<file path="config.mk">
export PLATFORM = sky130hd
export DESIGN_NAME = pipeline_fetch_ctrl
export DESIGN_NICKNAME = d
export VERILOG_FILES = /design/src/rtl/pipeline_fetch_ctrl_pkg.sv /design/src/rtl/fetch_skid_buf.sv /design/src/rtl/pipeline_fetch_ctrl.sv
export SDC_FILE = /design/constraint.sdc
export NUM_CORES = 1
export LEC_CHECK = 0
export BUFFER_PORTS_ARGS = -buffer_cell sky130_fd_sc_hd__buf_4
export CAP_MARGIN = 20
export CORE_ASPECT_RATIO = 2
export CORE_MARGIN = 5
export CORE_UTILIZATION = 45
export DETAILED_ROUTE_END_ITERATION = 12
export PLACE_DENSITY = 0.67
export SYNTH_ARGS = -nofsm -noshare
export SYNTH_HDL_FRONTEND = slang
export SYNTH_SLANG_ARGS = --single-unit
</file>
<file path="constraint.sdc">
create_clock -name clk_i -period 7 [get_ports clk_i]
set_input_delay 0 -clock clk_i [delete_from_list [all_inputs] [get_ports clk_i]]
set_output_delay 0 -clock clk_i [all_outputs]
set_load 0.1 [all_outputs]
</file>
<file path="src/rtl/pipeline_fetch_ctrl_pkg.sv">
// -----------------------------------------------------------------------------
// pipeline_fetch_ctrl_pkg
// Shared definitions for the IF-stage fetch sequencer:
//   XLEN          - architectural register / address width
//   NOP_INSTR     - canonical bubble instruction (addi x0,x0,0)
//   fetch_state_e - fetch FSM encoding (IDLE/REQ/WAIT/HOLD)
//   fetch_slot_t  - one IF/ID payload {instr, pc, pc_plus4}
//   pc_incr       - sequential next-PC, wraps modulo 2^XLEN
//   align_pc      - forces a redirect target to word alignment
// -----------------------------------------------------------------------------
package pipeline_fetch_ctrl_pkg;

  localparam int XLEN = 32;

  localparam logic [XLEN-1:0] NOP_INSTR = 32'h0000_0013;

  typedef enum logic [1:0] {
    IDLE = 2'd0,
    REQ  = 2'd1,
    WAIT = 2'd2,
    HOLD = 2'd3
  } fetch_state_e;

  typedef struct packed {
    logic [XLEN-1:0] instr;
    logic [XLEN-1:0] pc;
    logic [XLEN-1:0] pc_plus4;
  } fetch_slot_t;

  // Wraps silently: 32'hFFFF_FFFC + 4 = 32'h0000_0000.
  function automatic logic [XLEN-1:0] pc_incr(input logic [XLEN-1:0] pc);
    return pc + XLEN'(4);
  endfunction

  // Low two bits of a redirect target carry no meaning for 32-bit fetch.
  function automatic logic [XLEN-1:0] align_pc(input logic [XLEN-1:0] target);
    return target & ~XLEN'(3);
  endfunction

endpackage

</file>
<file path="src/rtl/fetch_skid_buf.sv">
// -----------------------------------------------------------------------------
// fetch_skid_buf
// One-entry holding buffer for a fetched {instr, pc, pc_plus4} triple that
// returned from memory while the IF/ID slot was full and stalled.
// Ports:
//   clk_i     in   clock
//   reset_i   in   synchronous active-high reset (empties the entry)
//   load_i    in   capture data_i
//   unload_i  in   entry has been moved out; mark empty
//   flush_i   in   discard the entry (redirect); wins over load_i
//   data_i    in   triple to capture
//   valid_o   out  entry holds a triple
//   data_o    out  held triple
// -----------------------------------------------------------------------------
module fetch_skid_buf
  import pipeline_fetch_ctrl_pkg::*;
(
  input  logic        clk_i,
  input  logic        reset_i,
  input  logic        load_i,
  input  logic        unload_i,
  input  logic        flush_i,
  input  fetch_slot_t data_i,
  output logic        valid_o,
  output fetch_slot_t data_o
);

  logic        valid_q;
  fetch_slot_t data_q;

  always_ff @(posedge clk_i) begin
    if (reset_i) begin
      valid_q <= 1'b0;
    end else if (flush_i || unload_i) begin
      valid_q <= 1'b0;
    end else if (load_i) begin
      valid_q <= 1'b1;
    end
  end

  // Payload carries no reset; valid_q alone qualifies it.
  always_ff @(posedge clk_i) begin
    if (load_i && !flush_i) begin
      data_q <= data_i;
    end
  end

  assign valid_o = valid_q;
  assign data_o  = data_q;

endmodule

</file>
<file path="src/rtl/pipeline_fetch_ctrl.sv">
// -----------------------------------------------------------------------------
// pipeline_fetch_ctrl
// IF-stage fetch sequencer. Owns the PC, keeps exactly one instruction-memory
// request outstanding over a req/gnt/rvalid handshake, and presents fetched
// instructions to the IF/ID boundary with valid/stall flow control. Branch
// redirects from EX retarget the PC and discard any wrong-path response that
// is already in flight.
// Ports:
//   clk_i          in   clock
//   reset_i        in   synchronous active-high reset, dominates all inputs
//   pc_select_i    in   redirect request from EX
//   pc_new_i       in   redirect target (bits [1:0] ignored)
//   stall_i        in   ID cannot accept; IF/ID output is held
//   imem_req_o     out  fetch request valid
//   imem_addr_o    out  fetch byte address (always the current PC)
//   imem_gnt_i     in   request accepted this cycle
//   imem_rvalid_i  in   read data valid, one per granted request
//   imem_rdata_i   in   instruction word
//   if_valid_o     out  IF/ID slot holds a valid instruction
//   if_instr_o     out  instruction (NOP_INSTR when slot is empty)
//   if_pc_o        out  address of if_instr_o
//   if_pc_plus4_o  out  if_pc_o + 4
// -----------------------------------------------------------------------------
module pipeline_fetch_ctrl
  import pipeline_fetch_ctrl_pkg::*;
#(
  parameter logic [XLEN-1:0] RESET_PC  = 32'h0000_0000,
  parameter logic [XLEN-1:0] NOP_INSTR = pipeline_fetch_ctrl_pkg::NOP_INSTR
) (
  input  logic            clk_i,
  input  logic            reset_i,
  input  logic            pc_select_i,
  input  logic [XLEN-1:0] pc_new_i,
  input  logic            stall_i,
  output logic            imem_req_o,
  output logic [XLEN-1:0] imem_addr_o,
  input  logic            imem_gnt_i,
  input  logic            imem_rvalid_i,
  input  logic [XLEN-1:0] imem_rdata_i,
  output logic            if_valid_o,
  output logic [XLEN-1:0] if_instr_o,
  output logic [XLEN-1:0] if_pc_o,
  output logic [XLEN-1:0] if_pc_plus4_o
);

  fetch_state_e    state_q, state_d;
  logic [XLEN-1:0] pc_q, pc_d;
  logic [XLEN-1:0] req_pc_q, req_pc_d;
  logic            drop_q, drop_d;

  logic            slot_valid_q, slot_valid_d;
  fetch_slot_t     slot_q, slot_d;

  logic            skid_load, skid_unload, skid_flush;
  logic            skid_valid;
  fetch_slot_t     skid_data;

  fetch_slot_t     rsp_slot;
  logic            consume;

  // Response triple built from the address of the granted request, not the
  // live PC, which has already moved on by the time data returns.
  assign rsp_slot = '{instr: imem_rdata_i, pc: req_pc_q, pc_plus4: pc_incr(req_pc_q)};

  assign consume = slot_valid_q && !stall_i;

  fetch_skid_buf u_skid (
    .clk_i    (clk_i),
    .reset_i  (reset_i),
    .load_i   (skid_load),
    .unload_i (skid_unload),
    .flush_i  (skid_flush),
    .data_i   (rsp_slot),
    .valid_o  (skid_valid),
    .data_o   (skid_data)
  );

  always_comb begin
    state_d      = state_q;
    pc_d         = pc_q;
    req_pc_d     = req_pc_q;
    drop_d       = drop_q;
    slot_valid_d = slot_valid_q;
    slot_d       = slot_q;
    skid_load    = 1'b0;
    skid_unload  = 1'b0;
    skid_flush   = 1'b0;

    // A consumed slot empties unless something below refills it this cycle.
    if (consume) begin
      slot_valid_d = 1'b0;
      slot_d.instr = NOP_INSTR;
    end

    case (state_q)
      IDLE: begin
        state_d = REQ;
      end
      REQ: begin
        if (imem_gnt_i) begin
          req_pc_d = pc_q;
          pc_d     = pc_incr(pc_q);
          state_d  = WAIT;
        end
      end
      WAIT: begin
        if (imem_rvalid_i) begin
          state_d = REQ;
          if (drop_q) begin
            drop_d = 1'b0;
          end else if (!slot_valid_q || !stall_i) begin
            slot_valid_d = 1'b1;
            slot_d       = rsp_slot;
          end else begin
            skid_load = 1'b1;
            state_d   = HOLD;
          end
        end
      end
      HOLD: begin
        if (!stall_i) begin
          state_d = REQ;
          if (skid_valid) begin
            slot_valid_d = 1'b1;
            slot_d       = skid_data;
            skid_unload  = 1'b1;
          end
        end
      end
      default: begin
        state_d = IDLE;
      end
    endcase

    // Redirect overrides the normal transitions: the PC takes the target
    // (never +4), the IF/ID slot and skid are emptied, and a response still
    // owed by memory is marked for discard.
    if (pc_select_i) begin
      pc_d         = align_pc(pc_new_i);
      slot_valid_d = 1'b0;
      slot_d       = slot_q;
      slot_d.instr = NOP_INSTR;
      skid_load    = 1'b0;
      skid_unload  = 1'b0;
      skid_flush   = 1'b1;
      case (state_q)
        REQ: begin
          if (imem_gnt_i) begin
            drop_d = 1'b1;
          end
        end
        WAIT: begin
          if (imem_rvalid_i) begin
            drop_d  = 1'b0;
            state_d = REQ;
          end else begin
            drop_d = 1'b1;
          end
        end
        HOLD: begin
          state_d = REQ;
        end
        default: begin
        end
      endcase
    end
  end

  // ---- IF stage register boundary: FSM, PC and IF/ID slot ----
  always_ff @(posedge clk_i) begin
    if (reset_i) begin
      state_q      <= IDLE;
      pc_q         <= RESET_PC;
      drop_q       <= 1'b0;
      slot_valid_q <= 1'b0;
      slot_q       <= '{instr: NOP_INSTR, pc: '0, pc_plus4: XLEN'(4)};
    end else begin
      state_q      <= state_d;
      pc_q         <= pc_d;
      drop_q       <= drop_d;
      slot_valid_q <= slot_valid_d;
      slot_q       <= slot_d;
    end
  end

  // Only meaningful while WAIT/HOLD, which are always entered through a
  // grant that loads it, so it needs no reset.
  always_ff @(posedge clk_i) begin
    req_pc_q <= req_pc_d;
  end

  assign imem_req_o    = (state_q == REQ);
  assign imem_addr_o   = pc_q;
  assign if_valid_o    = slot_valid_q;
  assign if_instr_o    = slot_q.instr;
  assign if_pc_o       = slot_q.pc;
  assign if_pc_plus4_o = slot_q.pc_plus4;

endmodule

</file>
==> results of run 1 <==
[flip-flops by register name (all words and copies together), names as in the netlist]
name,cells
u_skid.data_o,92
if_instr_o,32
if_pc_o,30
if_pc_plus4_o,30
imem_addr_o,30
req_pc_q,30
state_q,2
drop_q,1
if_valid_o,1
u_skid.valid_o,1
[stage by stage]
step	cell area (µm²)	instances	setup slack, ns	hold WS (ns)
after floorplan	10400	917	1.61	0.0989
after CTS	13300	1437	3.59	0.00212
after global placement	11900	1324	3.61	0.189
after detailed placement	11900	1324	3.60	0.190
final	13400	1438	3.75	0.0215
after global routing	13400	1438	3.47	0.0412
[where the power goes]
group          internal, W  total, W  switching [W]
registers          0.00155   0.00159      0.0000428
clock network     0.000728   0.00125       0.000524
logic            0.0000974  0.000292       0.000195
total              0.00238   0.00314       0.000762
[worst max-delay path by stage]
| stage | endpoint | slack, ns | depth (start not counted) |
|---|---|---|---|
| after global placement | if_pc_plus4_o[17] | 3.61 | 8 |
| after floorplan | u_skid.data_o[10] | 1.61 | 2 |
| after CTS | if_pc_plus4_o[17] | 3.59 | 8 |
| final | if_pc_plus4_o[30] | 3.75 | 8 |
| after detailed placement | if_pc_plus4_o[17] | 3.60 | 8 |
| after global routing | if_pc_plus4_o[27] | 3.47 | 8 |
[cell families (layout without fill, tap and decap cells)]
family,Yosys count,in the layout,synth area share [%]
AND/OR/NAND/NOR,329,329,16.1
flip-flops,249,249,60.0
AO/OA/AOI/OAI,187,187,14.3
buffers and inverters,84,325,4.02
XOR/XNOR,51,51,4.32
adder cells (fa/ha/maj),7,7,0.847
multiplexers,4,4,0.387
other,1,6,0.0363
[metal layers]
layer	wire length (µm)	global-route usage, %	vias up	share of wire, %
met5	0	0	-	0
met2	16000	40.2	269	55
met4	1300	10.1	0	4.4
met1	10500	24.4	4045	36
met3	1560	3.39	73	5.3
li1	-	-	3931	-
[final cells by class]
class                      instances  area [µm²]  area share (%)
clock inverter                    10        96.3           0.721
multi-input combinational        584        3760            28.2
clock buffer                      31         656            4.91
tap                              280         350            2.62
sequential                       249        6210            46.5
timing repair buffer             273        2250            16.8
inverter                          11        41.3           0.309
[synthesized netlist by cell type (all sizes together) (8+ instances only)]
cell    count  area share (%)
nor2      119             4.3
a21oi      29             1.5
and4       11            0.94
xor2       21             1.8
nor3       58             2.9
dfxtp     127              25
xnor2      30             2.5
inv        10            0.36
nand2      36             1.3
nand3      25             1.3
o21ai      20            0.97
a211oi     27             2.0
a222oi     29             2.8
nor4       21             1.5
nand4      22             1.6
or2         8            0.48
clkbuf     46             2.0
a221oi     49             4.2
buf        27             1.7
and3       12            0.74
edfxtp    122              35
[cells in the final DEF (no fill, tap or decap), drive strengths merged, types with 25 or more instances in the layout]
master,n
buf,201
dfxtp,127
a221oi,49
xnor2,30
nor3,58
dlygate4sd3,72
a21oi,29
edfxtp,122
nor2,119
nand2,36
a222oi,29
a211oi,27
nand3,25
clkbuf,31
==> flow_metrics.env, run 1 <==
export IMPL_status="completed"
export IMPL_synthCells=912
export IMPL_rrSetupSlack_ns=3.75
export IMPL_grt_setup_unrepaired="false"
export IMPL_cts_root_buf="clkbuf_16"
export IMPL_setup_tns_ns=0
export IMPL_grt_pass1_wl_um=45800
export IMPL_coreArea_um2=22600
export IMPL_cts_hold_fix_buffers=72
export IMPL_final_nets=1219
export IMPL_grt_start_max_net_pins=96
export IMPL_critPathMaxFanout=95
export IMPL_timing_final_crit_share_pct=46.4
export IMPL_antenna_cells=0
export IMPL_rows=78
export IMPL_htree_levels=1
export IMPL_synth_edf_count=122
export IMPL_finClkSkew_ns=0.00801
export IMPL_place_congestion=0.884
export IMPL_post_drt_wl_per_cell_um=20.5
export IMPL_antenna_found_initial=0
export IMPL_cp_common_cell="buf_4"
export IMPL_critPathLaunch="state_q[0]"
export IMPL_slew_headroom_pct=30.6
export IMPL_first_global_vias=8345
export IMPL_syn2layout_area_growth_pct=29.2
export IMPL_vias_per_cell=5.78
export IMPL_seq_area_frac_synth_pct=60.0
export IMPL_yosys_warnings=0
export IMPL_fill_cells=1918
export IMPL_cts_buffers=23
export IMPL_die_area_um2=26300
export IMPL_critPathBufInv=2
export IMPL_slew_viol_final=0
export IMPL_ctsLongestPathBuffers=3
export IMPL_routed_via_count=8318
export IMPL_critPathKind="flip-flop to flip-flop"
export IMPL_critPathLaunchType="flip-flop"
export IMPL_worstPathCellList="ha_1 > and3b_2 > buf_4 > nor2_1 > nor3_4 > buf_4 > o221ai_1 > o21ba_2"
export IMPL_final_util_pct=59.0
export IMPL_reg2reg_depth=8
export IMPL_clock_latency_ns=0.51
export IMPL_min_to="state_q[1]"
export IMPL_synth_area_um2=10300
export IMPL_endpoint_kind="flip-flop"
export IMPL_slowest_delay_ns=0.80
export IMPL_vdd_ir_drop_worst_mv=0.310
export IMPL_arrival_ns=3.70
export IMPL_yosysUniqueCellTypes=62
export IMPL_tightest_slew_ns=1.04
export IMPL_p_leak_nw=4.94
export IMPL_fp_dieW_um=117
export IMPL_maxCapViolCount=0
export IMPL_first_pass_iters=6
export IMPL_grt_ovfl_total=0
export IMPL_worstHoldStart="pc_select_i"
export IMPL_cts_resized_gates=0
export IMPL_cts_reportedPaths_clkPinSlew_ns=0.07
export IMPL_final_hold_violation_count=0
export IMPL_port_buffers=191
export IMPL_start_util_pct=45.7
export IMPL_synthArstFlopShare_pct=0
export IMPL_hpwl_um=19900
export IMPL_setup_viol=0
export IMPL_fmax_mhz=308
export IMPL_rr_endpoint="if_pc_plus4_o[30]"
export IMPL_ys_flop_type="dfxtp_1"
export IMPL_path_delay_family="buffers and inverters"
export IMPL_synth_area_per_cell_um2=11.3
export IMPL_synth_seq_cells=249
export IMPL_hp_class="input port to flip-flop"
export IMPL_cts_tree="yes"
export IMPL_r2r_start="state_q[0]"
export IMPL_min_period_ns=3.25
export IMPL_min_path_cells=2
export IMPL_drive_above_1_share_pct=22.9
export IMPL_total_power_w=0.00314
export IMPL_io_pins=200
export IMPL_critPathSlowestCell="buf_4"
export IMPL_wl_um=29400
export IMPL_power_density_nw_per_um2=235
export IMPL_postRouteAntennaNets=0
export IMPL_drc=0
export IMPL_track_usage_pct=22.0
export IMPL_drt_initial_drc_count=549
export IMPL_cts_num_sinks=249
export IMPL_die_h_um=224
export IMPL_cts_setup_buffers=0
export IMPL_cp_required_ns=7.45
Power figures use the tool's default switching activity.
==> run 2, diff against run 1 <==
ABC_AREA = 1   (was not set)
PLACE_DENSITY = 0.64   (was 0.67)
clock period = 3 ns   (was 7 ns; I/O delays follow)
==> run 2 against run 1 <==
Non-clock buffer count increased by 7. Clock skew is 0.0029 ns higher. Routed wire length up 13%. Clock power grew 140%. Worst hold slack gained 0.19 ns. Clock-buffer cell count shrank 5. Die area grew 6.0%. Final cell count rose by 27%.
==> flow_metrics.env, run 2 <==
export IMPL_power_density_nw_per_um2=527
export IMPL_grt_setup_unrepaired="false"
export IMPL_worstHoldStart="imem_rdata_i[17]"
export IMPL_largest_reg_flops=92
export IMPL_drc=0
export IMPL_synth_top_area_share_pct=33.3
export IMPL_setup_slack_ns=0.668
export IMPL_setup_viol=0
export IMPL_final_nets=1596
export IMPL_cts_resized_gates=0
export IMPL_yosysTopAreaCell="edfxtp_1"
export IMPL_arrival_ns=2.70
export IMPL_cts_root_buf="clkbuf_16"
export IMPL_most_common_layout_cells="nand2_1, buf_4, dfxtp_1"
export IMPL_cts_tree="yes"
export IMPL_htree_levels=1
export IMPL_final_hold_violation_count=0
export IMPL_critPathLaunchType="flip-flop"
export IMPL_tightest_slew_ns=0.990
export IMPL_coreArea_um2=24300
export IMPL_synthArstFlopShare_pct=0
export IMPL_critPathKind="flip-flop to flip-flop"
export IMPL_synth_area_um2=11000
export IMPL_final_common_cell="nand2_1"
export IMPL_clock_latency_ns=0.52
export IMPL_first_global_vias=9342
export IMPL_routed_via_count=9639
export IMPL_first_pass_iters=7
export IMPL_syn2layout_area_growth_pct=28.5
export IMPL_hp_class="input port to flip-flop"
export IMPL_hpwl_um=24000
export IMPL_vdd_ir_drop_worst_mv=0.512
export IMPL_cp_required_ns=3.37
export IMPL_min_path_cells=2
export IMPL_track_usage_pct=23.1
export IMPL_worstPathCellList="inv_1 > ha_1 > nand2_1 > nor2_2 > nand2_2 > clkinv_2 > buf_4 > a22oi_1 > a21oi_1"
export IMPL_die_area_um2=27900
export IMPL_fmax_mhz=429
export IMPL_critPathSlowestCell="dfxtp_1"
export IMPL_critPathMaxFanout=20
export IMPL_synth_area_per_cell_um2=8.66
export IMPL_p_leak_nw=5.54
export IMPL_fill_cells=2195
export IMPL_grt_pass1_wl_um=50700
export IMPL_synth_seq_cells=249
export IMPL_r2r_start="state_q[0]"
export IMPL_fp_dieW_um=121
export IMPL_rows=81
export IMPL_wl_um=33200
export IMPL_reg2reg_depth=9
export IMPL_ys_top_cells_by_count="nand2_1, dfxtp_1, edfxtp_1"
export IMPL_synth_edf_count=122
export IMPL_endpoint_kind="flip-flop"
export IMPL_timing_final_crit_share_pct=77.7
export IMPL_post_drt_wl_per_cell_um=18.2
export IMPL_drive_above_1_share_pct=18.9
export IMPL_synthTopCellsByArea="edfxtp_1, dfxtp_1, nand2_1, a21oi_1, nor2_1"
export IMPL_status="completed"
export IMPL_place_congestion=0.945
export IMPL_cts_buffers=22
export IMPL_grt_start_max_net_pins=95
export IMPL_slew_viol_final=0
export IMPL_synthCells=1271
export IMPL_min_to="u_skid.data_o[81]"
export IMPL_cts_num_sinks=249
export IMPL_postRouteAntennaNets=0
export IMPL_grt_ovfl_total=0
export IMPL_maxCapViolCount=0
export IMPL_die_h_um=231
export IMPL_yosysMostFrequentCell="nand2_1"
export IMPL_port_buffers=191
export IMPL_slowest_delay_ns=0.41
export IMPL_final_cell_area_um2=14100
export IMPL_post_place_ws_ns=0.665
export IMPL_rr_endpoint="if_instr_o[5]"
export IMPL_place_area_um2=12700
export IMPL_min_period_ns=2.33
export IMPL_finClkSkew_ns=0.0110
export IMPL_seq_area_frac_synth_pct=56.4
export IMPL_vias_per_cell=5.28
export IMPL_ys_flop_type="dfxtp_1"
export IMPL_yosysUniqueCellTypes=44
export IMPL_antenna_cells=0
export IMPL_yosys_warnings=0
export IMPL_start_util_pct=45.2
export IMPL_drt_initial_drc_count=520
export IMPL_final_util_pct=58.1
export IMPL_ctsLongestPathBuffers=3
export IMPL_antenna_found_initial=0
export IMPL_setup_tns_ns=0
export IMPL_slew_headroom_pct=33.9
export IMPL_rrSetupSlack_ns=0.67
export IMPL_io_pins=200
export IMPL_cts_reportedPaths_clkPinSlew_ns=0.07
## run 2: cell types whose count changed after synthesis, sizes merged, moves of 48 or more
| cell | before | now |
|---|---|---|
| a31oi | 3 | 55 |
| a221oi | 49 | 1 |
| o21ai | 20 | 93 |
| nand2 | 36 | 383 |
| nor3 | 58 | 6 |
| inv | 10 | 100 |
| a21oi | 29 | 90 |
## run 2: cells by family (layout without fill, tap and decap cells)
group / count (synthesis) / in the layout / synth area share, %
AO/OA/AOI/OAI: 266 / 266 / 13.4
XOR/XNOR: 16 / 16 / 1.27
adder cells (fa/ha/maj): 7 / 7 / 0.796
buffers and inverters: 163 / 422 / 6.58
flip-flops: 249 / 249 / 56.4
other: 1 / 6 / 0.0341
AND/OR/NAND/NOR: 569 / 569 / 21.5
## run 2: report_power, final
| group | switching, W | internal, W |
|---|---|---|
| combinational | 0.000489 | 0.000230 |
| sequential | 0.0000964 | 0.00362 |
| clock | 0.00126 | 0.00175 |
## run 2: routing by layer
metal,GRT usage [%],part of all wire [%]
met2,44.8,55
met1,24.2,35
met4,11.0,5.1
met3,2.69,4.7
met5,0,0
## run 2: area by class of cell
class                           count  area (µm²)  area share, %
Sequential cell                   249        6210           43.9
Multi-Input combinational cell    864        4100           29.0
Timing Repair Buffer              280        2320           16.4
Clock buffer                       26         587           4.15
Inverter                          102         384           2.72
Tap cell                          290         363           2.57
Clock inverter                     14         174           1.23
## run 2: worst max-delay path, delay by kind of cell, from the launching register on
| kind | cells | cell delay, ns |
|---|---|---|
| compound gates | 2 | 0.28 |
| fa+ha+maj | 1 | 0.25 |
| buf+inv | 3 | 0.84 |
| flops | 1 | 0.41 |
| simple gates | 3 | 0.40 |
## run 2: repair_timing
action | in CTS | in global routing
hold endpoints to repair | 111 | 0
setup buffers | 0 | 0
hold buffers | 68 | 0
## run 2: worst max-delay path by stage
stage                     startpoint             end  slack, ns  depth (start not counted)
final                     state_q[0]   if_instr_o[5]       0.67                          9
after detailed placement  state_q[0]   if_instr_o[5]       0.67                          9
after global routing      state_q[0]  if_instr_o[10]       0.50                          9
after floorplan           state_q[1]  imem_addr_o[9]       0.21                          9
after CTS                 state_q[0]   if_instr_o[5]       0.65                          9
after global placement    state_q[0]  if_instr_o[10]       0.72                          9
## run 2: through the flow
stage | std cells | total power, W | hold slack [ns]
floorplan | 1276 | 0.00421 | 0.0989
CTS | 1825 | 0.00751 | 0.192
detailed placement | 1717 | 0.00443 | 0.190
global placement | 1717 | 0.00443 | 0.189
finish | 1825 | 0.00745 | 0.210
global route | 1825 | 0.00769 | 0.201
==> run 3, diff against run 2 <==
PLACE_DENSITY = 0.66   (was 0.64)
clock period = 2 ns   (was 3 ns; I/O delays follow)
==> run 3 against run 2 <==
Largest power group unchanged. Power rose by 49%. Global-route usage rose by 0.37 points. Sequential share of layout area fell by 0.88 points. Clock skew rose by 0.0031 ns. Clock-buffer cell count rose by 5. Register-to-register slack got worse by 0.53 ns. Highest routed layer unchanged. Die area did not move. Critical path depth did not move. Sequential power rose by 50%. Worst hold slack improved by 0.012 ns. Critical path type unchanged. Core utilization rose by 1.3 points.
==> flow_metrics.env, run 3 (synthesis gave the netlist of run 2 again) <==
export IMPL_status="completed"
export IMPL_cts_reportedPaths_clkPinSlew_ns=0.07
export IMPL_port_buffers=191
export IMPL_fmax_mhz=537
export IMPL_grt_pass1_wl_um=52300
export IMPL_reg2reg_depth=9
export IMPL_htree_levels=1
export IMPL_cp_common_cell="buf_12"
export IMPL_most_common_layout_cells="nand2_1, buf_4, edfxtp_1"
export IMPL_cts_num_sinks=249
export IMPL_track_usage_pct=23.5
export IMPL_setup_viol=0
export IMPL_drc=0
export IMPL_cts_buffers=22
export IMPL_arrival_ns=2.29
export IMPL_die_area_um2=27900
export IMPL_endpoint_kind="flip-flop"
export IMPL_io_pins=200
export IMPL_cp_required_ns=2.43
export IMPL_p_leak_nw=5.69
export IMPL_min_period_ns=1.86
export IMPL_first_global_vias=9833
export IMPL_post_drt_wl_per_cell_um=17.9
export IMPL_drive_above_1_share_pct=21.2
export IMPL_critPathMaxFanout=26
export IMPL_clock_latency_ns=0.51
export IMPL_wl_um=33100
export IMPL_slowest_delay_ns=0.39
export IMPL_r2r_start="state_q[1]"
export IMPL_first_pass_iters=6
export IMPL_syn2layout_area_growth_pct=31.4
export IMPL_final_nets=1620
export IMPL_hp_class="input port to flip-flop"
export IMPL_setup_tns_ns=0
export IMPL_cts_setup_buffers=0
export IMPL_fp_dieW_um=121
export IMPL_timing_final_crit_share_pct=93.1
export IMPL_final_instance_count_excl_fill=1850
export IMPL_rr_endpoint="if_pc_o[13]"
export IMPL_slew_viol_final=0
export IMPL_cts_tree="yes"
export IMPL_cts_root_buf="clkbuf_16"
export IMPL_worstPathCellList="ha_2 > nand3_1 > o21ai_1 > nand2_2 > nor2_4 > buf_12 > buf_12 > o21ai_0 > a31oi_1"
export IMPL_place_congestion=0.935
export IMPL_largest_reg_flops=92
export IMPL_hpwl_um=24300
export IMPL_min_to="u_skid.data_o[65]"
export IMPL_critPathSlowestCell="dfxtp_2"
export IMPL_routed_via_count=9801
export IMPL_rows=81
export IMPL_postRouteAntennaNets=0
export IMPL_maxCapViolCount=0
export IMPL_coreArea_um2=24300
export IMPL_critPathKind="flip-flop to flip-flop"
export IMPL_rrSetupSlack_ns=0.14
export IMPL_grt_ovfl_total=0
export IMPL_start_util_pct=45.2
export IMPL_dp_cells=1741
export IMPL_vdd_ir_drop_worst_mv=0.746
export IMPL_finClkSkew_ns=0.0141
export IMPL_power_density_nw_per_um2=770
export IMPL_ctsLongestPathBuffers=3
export IMPL_vias_per_cell=5.30
export IMPL_final_common_cell="nand2_1"
export IMPL_min_path_cells=2
export IMPL_drt_initial_drc_count=578
export IMPL_worstHoldStart="imem_rdata_i[1]"
export IMPL_grt_start_max_net_pins=50
export IMPL_antenna_found_initial=1
export IMPL_critPathLaunchType="flip-flop"
export IMPL_final_hold_violation_count=0
export IMPL_die_h_um=231
run 3: layout make-up:
type,count,area [µm²]
Clock buffer,31,637
Multi-Input combinational cell,864,4130
Timing Repair Buffer,304,2590
Tap cell,290,363
Inverter,102,387
Clock inverter,9,126
Antenna cell,1,2.50
Sequential cell,249,6220
Fill cell,2145,9860
run 3: per-stage QoR:
step | util (%) | power (W) | worst slack [ns] | hold WS (ns) | cell area, µm²
global placement | 53.5 | 0.00667 | 0.213 | 0.189 | 13000
global route | 59.4 | 0.0115 | -0.00150 | 0.205 | 14500
floorplan | - | 0.00632 | -0.609 | 0.0989 | 11100
detailed placement | 53.5 | 0.00668 | 0.148 | 0.189 | 13000
CTS | 59.4 | 0.0112 | 0.119 | 0.200 | 14500
finish | 59.4 | 0.0111 | 0.139 | 0.221 | 14500
run 3: layer usage:
layer	part of all wire, %	vias to the layer above	track usage (%)
met1	34	4533	24.8
met2	53	371	43.8
met4	6.5	0	14.1
met3	5.5	101	2.86
li1	-	4796	-
met5	0	-	0
run 3: critical path, delay by kind of cell (launching register included):
family                   cells  cell delay [ns]
flip-flops                   1             0.39
AND/OR/NAND/NOR              3             0.38
buffers and inverters        2             0.37
AO/OA/AOI/OAI                3             0.36
adder cells (fa/ha/maj)      1             0.25
run 3: how the worst max path moves through the flow:
| stage | from | endpoint | slack, ns |
|---|---|---|---|
| 2_1_floorplan | state_q[0] | u_skid.data_o[10] | -0.61 |
| 3_3_place_gp | state_q[1] | if_pc_o[2] | 0.21 |
| 3_5_place_dp | state_q[1] | if_pc_o[13] | 0.15 |
| 4_1_cts | state_q[1] | if_pc_o[13] | 0.12 |
| 5_1_grt | state_q[1] | if_pc_o[8] | -0.002 |
| 6_report | state_q[1] | if_pc_o[13] | 0.14 |
run 3: what timing repair did:
| item | in CTS | in global routing |
|---|---|---|
| resized for setup | 0 | 2 |
| hold endpoints to repair | 98 | 0 |
| hold buffers | 68 | 0 |
| setup endpoints to repair | 0 | 13 |
run 3: power by group:
group          switching (W)  leakage [nW]  internal (W)
registers           0.000134          2.14       0.00543
logic               0.000751          3.18      0.000368
clock network        0.00183         0.362       0.00262
